===== src/rtl/led_pulse_blinker_pkg.sv =====
// led_pulse_blinker_pkg: shared FSM state type and board-level timing defaults
package led_pulse_blinker_pkg;
  typedef enum logic [1:0] {IDLE, ON, OFF} state_e;
  // Board timing for the 50 MHz clock, kept next to the button debouncer threshold
  localparam int ON_CYCLES_DEF  = 25000000;
  localparam int OFF_CYCLES_DEF = 25000000;
  localparam int DEB_CYCLES_DEF = 500000;
endpackage


===== src/rtl/led_pulse_blinker_sat_event_counter.sv =====
// sat_event_counter: saturating up/down event counter with sticky overflow flag
module sat_event_counter #(
  parameter int W = 4
) (
  input  logic         clk,
  input  logic         rst_n,
  input  logic         inc,
  input  logic         dec,
  input  logic         clr,
  output logic [W-1:0] count,
  output logic         ovf
);
  logic [W-1:0] count_q, count_d;
  logic         ovf_q, ovf_d, sat, drop;
  always_comb begin
    sat     = &count_q;
    drop    = inc && !dec && sat;
    count_d = (inc && !dec && !sat) ? count_q + 1'b1 :
              (dec && !inc && count_q != '0) ? count_q - 1'b1 : count_q;
    // a drop in the same cycle as a clear must still be reported
    ovf_d   = drop || (ovf_q && !clr);
  end
  always_ff @(posedge clk or negedge rst_n) begin
    if (!rst_n) begin
      count_q <= '0;
      ovf_q   <= 1'b0;
    end else begin
      count_q <= count_d;
      ovf_q   <= ovf_d;
    end
  end
  assign count = count_q;
  assign ovf   = ovf_q;
endmodule


===== src/rtl/led_pulse_blinker.sv =====
// led_pulse_blinker: plays BLINKS on/off blinks per event pulse, queueing events that arrive mid-pattern
module led_pulse_blinker
  import led_pulse_blinker_pkg::*;
#(
  parameter int ON_CYCLES  = ON_CYCLES_DEF,
  parameter int OFF_CYCLES = OFF_CYCLES_DEF,
  parameter int BLINKS     = 2,
  parameter int CNT_W      = 25,
  parameter int PEND_W     = 4
) (
  input  logic              clk,
  input  logic              rst_n,
  input  logic              pulse_in,
  input  logic              ovf_clr,
  output logic              gpio_led,
  output logic              busy,
  output logic [PEND_W-1:0] pending,
  output logic              ovf
);
  localparam int BW = (BLINKS > 1) ? $clog2(BLINKS) : 1;
  localparam logic [CNT_W-1:0] ON_TC  = CNT_W'(ON_CYCLES - 1);
  localparam logic [CNT_W-1:0] OFF_TC = CNT_W'(OFF_CYCLES - 1);
  localparam logic [BW-1:0]    BLK_LD = BW'(BLINKS - 1);
  state_e           state_q;
  logic [CNT_W-1:0] timer_q;
  logic [BW-1:0]    blink_q;
  logic             led_q, busy_q, tc, start;
  always_comb begin
    tc    = (state_q == ON) ? (timer_q == ON_TC) : (timer_q == OFF_TC);
    // a new event starts from IDLE, or straight out of the last gap of the previous event
    start = (pending != '0) && (state_q == IDLE || (state_q == OFF && tc && blink_q == '0));
  end
  sat_event_counter #(.W(PEND_W)) u_pend (
    .clk   (clk),
    .rst_n (rst_n),
    .inc   (pulse_in),
    .dec   (start),
    .clr   (ovf_clr),
    .count (pending),
    .ovf   (ovf)
  );
  always_ff @(posedge clk or negedge rst_n) begin
    if (!rst_n) begin
      state_q <= IDLE;
      timer_q <= '0;
      blink_q <= '0;
      led_q   <= 1'b0;
      busy_q  <= 1'b0;
    end else begin
      case (state_q)
        IDLE: if (start) begin
          state_q <= ON;
          timer_q <= '0;
          blink_q <= BLK_LD;
          led_q   <= 1'b1;
          busy_q  <= 1'b1;
        end
        ON: if (tc) begin
          state_q <= OFF;
          timer_q <= '0;
          led_q   <= 1'b0;
        end else timer_q <= timer_q + 1'b1;
        OFF: if (!tc) timer_q <= timer_q + 1'b1;
        else if (blink_q != '0) begin
          state_q <= ON;
          timer_q <= '0;
          blink_q <= blink_q - 1'b1;
          led_q   <= 1'b1;
        end else if (start) begin
          state_q <= ON;
          timer_q <= '0;
          blink_q <= BLK_LD;
          led_q   <= 1'b1;
        end else begin
          state_q <= IDLE;
          timer_q <= '0;
          busy_q  <= 1'b0;
        end
        default: begin
          state_q <= IDLE;
          timer_q <= '0;
          blink_q <= '0;
          led_q   <= 1'b0;
          busy_q  <= 1'b0;
        end
      endcase
    end
  end
  assign gpio_led = led_q;
  assign busy     = busy_q;
endmodule


===== config.mk =====
export PLATFORM = sky130hd
export DESIGN_NAME = led_pulse_blinker
export DESIGN_NICKNAME = d
export VERILOG_FILES = /design/src/rtl/led_pulse_blinker_pkg.sv /design/src/rtl/led_pulse_blinker_sat_event_counter.sv /design/src/rtl/led_pulse_blinker.sv
export SDC_FILE = /design/constraint.sdc
export NUM_CORES = 1
export LEC_CHECK = 0
export CELL_PAD_IN_SITES_DETAIL_PLACEMENT = 2
export CELL_PAD_IN_SITES_GLOBAL_PLACEMENT = 2
export CORE_UTILIZATION = 37
export CTS_CLUSTER_SIZE = 24
export DETAILED_ROUTE_END_ITERATION = 10
export PLACE_DENSITY = 0.83
export REMOVE_ABC_BUFFERS = 1
export SETUP_SLACK_MARGIN = 0.05
export SLEW_MARGIN = 20
export SYNTH_ARGS = -nofsm -noshare
export SYNTH_HDL_FRONTEND = slang
export SYNTH_SLANG_ARGS = --single-unit

===== constraint.sdc =====
create_clock -name clk -period 4.1 [get_ports clk]
set_input_delay 1.23 -clock clk [delete_from_list [all_inputs] [get_ports clk]]
set_output_delay 1.23 -clock clk [all_outputs]
set_load 0.01 [all_outputs]

==> metrics.md, run 1 <==
| Metric | Value |
|---|---|
| Max incr delay on CP | `0.52 ns` |
| CP max stage cell | `or4_4` |
| Antenna Nets Post-Route | `0` |
| Startpoint of the worst hold path | `timer_q[3]` |
| Flop2flop setup slack | `0.46 ns` |
| Leak | `1.02 nW` |
| Crit path buf inv count | `0` |
| Sequential power share | `0.459` |
| Crit-path max FO | `7` |
| Worst path cell trace | `or4_1, or4_4, o31a_1, or2_1, nand3_1, ha_1, a21o_1, a21oi_1, nor4b_1, a21oi_1, xnor2_1` |
| Top Ports | `11` |
| Part of the power in the clock network | `0.306` |
| Fin. max-slew vios | `0` |
| Number of core rows | `26` |
| Top cell type's share of synthesized area | `0.422` |
| Sequential share of the synthesized area | `0.422` |
| Avg Cell Area, Syn | `9.06 µm²` |
| Antenna violations before repair | `0` |
| DR pass1 iterations | `4` |
| Worst EP required | `4.27 ns` |
| Post-cts hold buffer count | `0` |
| H-tree levels | `2` |
| Pwr/cell area | `393 mW/mm²` |
| Post-layout minimum cycle time | `3.64 ns` |
| DP Wirelength | `4.15 mm` |
| Synth Area in XOR/XNOR | `0.0759` |
| CTS tree | `built` |
| Post-CTS Setup Repair Bufs | `0` |
| Top cells by instance count after synthesis | `dfrtp_1 (35), nand2_1 (30), nor2_1 (26)` |
| Inserted Clock Buffers | `5` |
| # DRC | `0` |
| CTS sink cnt | `35` |
| Sw Ratio | `0.302` |
| Final period util | `0.888` |
| Worst r2r src | `timer_q[8]` |
| Run status | `completed` |
| Final Util | `0.440` |
| Global-route wire length before repair | `10.4 mm` |
| Library cells used by synthesis | `48` |
| Vias in the first global route | `1962` |
| Critical Path End | `u_pend.count[3]` |
| Clock transition at path regs | `0.07 ns` |
| Area Overhead vs Synth | `11.6%` |
| Die area | `0.00591 mm²` |
| Unrepaired setup endpoints after global routing | `no` |
| Grt ovf | `0` |
| Hold Crit Class | `reg -> reg` |
| NetSw | `0.275 mW` |
| All-Layer GR Usage | `0.227` |
| Drt via density | `5.70` |
| Final hold vios | `0` |
| FILL cells | `594` |
| Logic pwr share | `0.235` |
| Internal | `0.636 mW` |
| Core Box Area | `0.00527 mm²` |
| Synth Area in Compound Gates | `0.148` |
| NumNets Final | `250` |
| Initial Utilization | `0.394` |
| Final Power | `0.911 mW` |
| Post-CTS resize count | `0` |
| Routed WL | `5.91 mm` |
| Post-synth top area cell | `dfrtp_1` |
| Warnings, synthesis | `0` |
| Crit end category | `flip-flop` |
| Dpl cells | `301` |
| Synth Register Bits | `35` |
| Per-cell routed wire length | `19.1 µm` |
| Die Wd | `76.9 µm` |
| Critical Path Stages | `11` |
| Max Clock Freq | `275 MHz` |
| Asr flop ratio synth | `1.00` |
| Vias | `1762` |
| Clk Tree Root Cell | `clkbuf_8` |
| Post-Layout Cell Count | `309` |
| Post-synthesis cell count | `229` |
| Final TNS setup | `0 ns` |
| Number of port buffers | `10` |
| Max Cap Viol | `0` |
| Setup violators final | `0` |
| Worst r2r path cells | `11` |
| Synth Area in Adders | `0.0518` |
| Die height | `76.9 µm` |
| Worst setup path startpoint | `timer_q[8]` |
| ANT cells | `0` |
| Largest family of logic cells by synthesized area | `simple AND/OR/NAND/NOR gates` |
| Min Hold Slack | `0.531 ns` |
| Drt first-iter violations | `72` |
| Synth Flop Type | `dfrtp_1` |
| Top cells by area, synth | `dfrtp_1 (42%), nand2_1 (5.4%), nor2_1 (4.7%)` |
| Mux share of post-synthesis cell area | `0.00482` |
| Clock buffer depth | `2` |
| Critical path type | `reg -> reg` |
| Cell area after synthesis | `0.00208 mm²` |
| Peak supply drop | `0.000295 V` |
| Slew HR | `0.447` |
| Clock skew | `0.00276 ns` |
| Slew @ Worst Pin | `0.830 ns` |
| Post-Synth Simple-Gate Area | `0.263` |
| Cell family with most CP delay | `simple AND/OR/NAND/NOR gates` |
| Type of origin of the critical path | `flip-flop` |
| Most used cell, CP | `a21oi_1` |
| Worst Path Arrival | `3.81 ns` |
| Layout cell share with drive strength beyond 1 | `0.0544` |
| Post-synth EDFFs | `0` |
| Count leader, synth | `dfrtp_1` |
| Skew-Pair Late Insertion Delay | `0.29 ns` |
| Largest net degree at the start of global routing | `36` |
| FF-to-FF End | `u_pend.count[3]` |
| RePlAce Congestion | `0.753` |
-- layer usage --
layer / routed length (µm) / vias to the layer above / global-route usage
met3: 90 / 6 / 0.0393
met1: 2840 / 902 / 0.298
met5: 0 / - / 0
met2: 2910 / 13 / 0.379
met4: 74 / 0 / 0.0692
li1: - / 841 / -
-- power groups by stage --
stage | clock network, mW | logic (mW) | registers, mW
final | 0.279 | 0.214 | 0.419
after floorplan | 0 | 0.114 | 0.421
after CTS | 0.288 | 0.218 | 0.420
after global placement | 0 | 0.208 | 0.422
after detailed placement | 0 | 0.216 | 0.424
after global routing | 0.298 | 0.241 | 0.423
-- sequential cells by signal, indices dropped and copies added (netlist names) --
name and count:
u_pend.count 4, u_pend.ovf 1, busy 1, timer_q 25, state_q 2, blink_q 1, gpio_led 1
-- cell families (layout without fill, tap and decap cells) --
kind of cell | count (synthesis) | count (layout)
buf+inv | 14 | 24
mux | 1 | 1
flops | 35 | 35
fa+ha+maj | 8 | 8
compound gates | 47 | 47
simple gates | 106 | 106
xor+xnor | 18 | 18
-- cell usage in the layout (no fill, tap or decap), types with 3 or more instances in the layout --
master / synthesis / final
nand3_1: 12 / 12
a21o_1: 3 / 3
inv_1: 4 / 4
clkdlybuf4s50_1: 0 / 9
clkbuf_8: 0 / 7
xnor2_1: 7 / 7
o31ai_1: 3 / 3
and4_1: 3 / 3
nand2_1: 30 / 30
nor4b_1: 3 / 3
a21oi_1: 14 / 14
o21ai_0: 10 / 10
dfrtp_1: 35 / 35
or4_1: 4 / 4
nor2_1: 26 / 26
ha_1: 7 / 7
xor2_1: 11 / 11
and3_1: 8 / 8
nand4_1: 6 / 6
-- how the worst min path moves through the flow --
stage                       to  cells past startpoint
floorplan           timer_q[3]                      1
global placement    timer_q[3]                      1
detailed placement  timer_q[7]                      1
CTS                       busy                      2
global route        u_pend.ovf                      2
finish              timer_q[3]                      1
-- worst reg2reg max path, stage by stage (launching register included) --
cell and delay, ns:
dfrtp_1 0.43, or4_1 0.51, or4_4 0.52, o31a_1 0.41
or2_1 0.35, nand3_1 0.19, ha_1 0.25, a21o_1 0.17
a21oi_1 0.17, nor4b_1 0.27, a21oi_1 0.10, xnor2_1 0.14
-- final cells by class --
class                           count  area [µm²]  area share
Inverter                            4        15.0     0.00648
Sequential cell                    35         876       0.378
Tap cell                           70        87.6      0.0378
Timing Repair Buffer               12         110      0.0475
Multi-Input combinational cell    180        1130       0.487
Clock buffer                        8         100      0.0432
-- per-stage QoR --
| stage | area, µm² | setup slack, ns |
|---|---|---|
| 4_1_cts | 2320 | 0.424 |
| 3_5_place_dp | 2220 | 0.472 |
| 3_3_place_gp | 2220 | 0.614 |
| 6_report | 2320 | 0.458 |
| 2_1_floorplan | 2020 | 0.762 |
| 5_1_grt | 2320 | 0.249 |
No activity file was read; power rests on OpenSTA's default activity.
==> inputs of run 2 (changes only) <==
--- a/config.mk
+++ b/config.mk
@@ -5,12 +5,10 @@
 export SDC_FILE = /design/constraint.sdc
 export NUM_CORES = 1
 export LEC_CHECK = 0
-export CELL_PAD_IN_SITES_DETAIL_PLACEMENT = 2
-export CELL_PAD_IN_SITES_GLOBAL_PLACEMENT = 2
-export CORE_UTILIZATION = 37
+export CORE_UTILIZATION = 50
 export CTS_CLUSTER_SIZE = 24
 export DETAILED_ROUTE_END_ITERATION = 10
-export PLACE_DENSITY = 0.83
+export PLACE_DENSITY = 0.68
 export REMOVE_ABC_BUFFERS = 1
 export SETUP_SLACK_MARGIN = 0.05
 export SLEW_MARGIN = 20
==> run 2 against run 1 <==
  * Fmax increased by 1.8%
  * Via count decreased by 5.7%
  * Hold slack got worse by 0.019 ns
  * Design area decreased by 1.2%
  * Sequential power decreased by 2%
  * Largest power group unchanged
  * Critical path depth unchanged
  * Largest cell class unchanged
==> metrics.md, run 2 (same netlist as run 1, synthesis figures left out) <==
| Metric | Value |
|---|---|
| Run status | `completed` |
| Post-layout minimum cycle time | `3.58 ns (-0.0650 ns)` |
| Die Wd | `66.4 µm (-14%)` |
| Unrepaired setup endpoints after global routing | `no` |
| Commonest non-fill, non-tap cells in the layout | `dfrtp_1 (35), nand2_1 (30), nor2_1 (26), a21oi_1 (14), nand3_1 (12)` |
| Initial Utilization | `0.519 (+0.125)` |
| Pwr/cell area | `389 mW/mm² (-1.1%)` |
| Grt ovf | `0 (unchanged)` |
| Slew HR | `0.481 (+0.0339)` |
| Area of the multi-input gates | `0.00113 mm² (+0.44%)` |
| Worst slack at placement | `0.535 ns (+0.0634 ns)` |
| All-Layer GR Usage | `0.227 (-0.000860)` |
| Final hold vios | `0 (unchanged)` |
| Crit-path max FO | `7 (unchanged)` |
| Routed WL | `4.19 mm (-29%)` |
| Core Box Area | `0.00400 mm² (-24%)` |
| Critical path type | `reg -> reg` |
| # DRC | `0 (unchanged)` |
| Drt first-iter violations | `141 (+96%)` |
| Sw Ratio | `0.287 (-0.0146)` |
| Clock transition at path regs | `0.06 ns (about the same)` |
| Peak supply drop | `0.000297 V (+0.56%)` |
| Inserted Clock Buffers | `5 (unchanged)` |
| Post-CTS Setup Repair Bufs | `0 (unchanged)` |
| Per-cell routed wire length | `14.5 µm (-24%)` |
| Slew @ Worst Pin | `0.779 ns (-0.0508 ns)` |
| Antenna violations before repair | `0 (unchanged)` |
| RePlAce Congestion | `0.843 (+12%)` |
| Crit end category | `flip-flop` |
| DP Wirelength | `2.85 mm (-31%)` |
| Die height | `66.4 µm (-14%)` |
| Clock buffer depth | `2 (unchanged)` |
| CTS sink cnt | `35 (unchanged)` |
| Internal | `0.635 mW (-0.26%)` |
| Vias | `1661 (-5.7%)` |
| Final Instance Area | `0.00229 mm² (-1.2%)` |
| Most flop-heavy register | `timer_q` |
| Logic pwr share | `0.230 (-0.005)` |
| Hold Crit Class | `reg -> reg` |
| Type of origin of the critical path | `flip-flop` |
| ANT cells | `0 (unchanged)` |
| Fin. max-slew vios | `0 (unchanged)` |
| Drt via density | `5.77 (+1.1%)` |
| Number of core rows | `23 (-12%)` |
| Final setup margin | `0.523 ns (+0.0650 ns)` |
| Global-route wire length before repair | `7.41 mm (-28%)` |
| Final TNS setup | `0 ns (unchanged)` |
| Final Power | `0.890 mW (-2.3%)` |
| Max Clock Freq | `280 MHz (+1.8%)` |
| H-tree levels | `2 (unchanged)` |
| Min Hold Slack | `0.511 ns (-0.0195 ns)` |
| Sequential power share | `0.463 (+0.004)` |
| Max reg flops | `25 (unchanged)` |
| Clock skew | `0.0124 ns (+0.00969 ns)` |
| CTS tree | `built` |
| Antenna Nets Post-Route | `0 (unchanged)` |
| Part of the power in the clock network | `0.308 (+0.002)` |
| Area Overhead vs Synth | `10.3%` |
| Skew-Pair Late Insertion Delay | `0.29 ns (about the same)` |
| Number of port buffers | `10 (unchanged)` |
| Final period util | `0.872 (-0.0159)` |
| NetSw | `0.256 mW (-7.0%)` |
| Largest net degree at the start of global routing | `36 (unchanged)` |
| DR pass1 iterations | `4 (unchanged)` |
| Commonest non-fill, non-tap cell in the layout | `dfrtp_1` |
| Setup violators final | `0 (unchanged)` |
| Clk Tree Root Cell | `clkbuf_8` |
| NumNets Final | `249 (-0.40%)` |
| Max Cap Viol | `0 (unchanged)` |
| Leak | `1.01 nW (-0.38%)` |
| FILL cells | `371 (-38%)` |
| Worst Path Arrival | `3.75 ns (-0.06 ns)` |
| Vias in the first global route | `1546 (-21%)` |
| Placed inst area | `0.00218 mm² (-1.5%)` |
| Top Ports | `11 (unchanged)` |
| Worst EP required | `4.27 ns (about the same)` |
| Post-CTS resize count | `0 (unchanged)` |
| Layout cell share with drive strength beyond 1 | `0.0546 (+0.000229)` |
| FF/Latch Area | `876 µm² (unchanged)` |
| Post-cts hold buffer count | `0 (unchanged)` |
| Die area | `0.00441 mm² (-25%)` |
run 2: per-layer routing:
layer / GRT usage / part of all wire
met1: 0.336 / 0.52
met2: 0.318 / 0.43
met3: 0.0621 / 0.038
met4: 0.0665 / 0.016
met5: 0 / 0
run 2: final timing paths:
| kind | from | end | slack, ns | cells after the start |
|---|---|---|---|---|
| setup / recovery | timer_q[9] | u_pend.count[3] | 0.52 | 11 |
| hold / removal | timer_q[7] | timer_q[7] | 0.51 | 1 |
| setup reg to reg | timer_q[9] | u_pend.count[3] | 0.52 | 11 |
| hold reg to reg | timer_q[7] | timer_q[7] | 0.51 | 1 |
| max in group asynchronous | rst_n | timer_q[22] | 2.59 | 1 |
| min in group asynchronous | rst_n | busy | 1.01 | 1 |
run 2: critical path: stages (launching register included):
cell,delay (ns)
dfrtp_1,0.40
or4_1,0.52
or4_4,0.52
o31a_1,0.41
or2_1,0.35
nand3_1,0.19
ha_1,0.25
a21o_1,0.17
a21oi_1,0.19
nor4b_1,0.26
a21oi_1,0.09
xnor2_1,0.13
run 2: area by class of cell:
| type | instances | share of cell area |
|---|---|---|
| Tap cell | 50 | 0.0273 |
| Sequential cell | 35 | 0.383 |
| Multi-Input combinational cell | 180 | 0.495 |
| Inverter | 4 | 0.00656 |
| Clock buffer | 8 | 0.0437 |
| Timing Repair Buffer | 11 | 0.0448 |
run 2: power groups by stage:
| stage | registers [mW] | logic, mW | clock network, mW |
|---|---|---|---|
| 6_report | 0.412 | 0.205 | 0.274 |
| 5_1_grt | 0.417 | 0.230 | 0.299 |
| 4_1_cts | 0.411 | 0.207 | 0.284 |
| 3_5_place_dp | 0.417 | 0.206 | 0 |
| 3_3_place_gp | 0.417 | 0.202 | 0 |
| 2_1_floorplan | 0.421 | 0.114 | 0 |
run 2: through the flow:
step           utilization  cells
2_1_floorplan            -    219
3_3_place_gp         0.546    280
3_5_place_dp         0.546    280
4_1_cts              0.571    288
5_1_grt              0.572    288
6_report             0.572    288
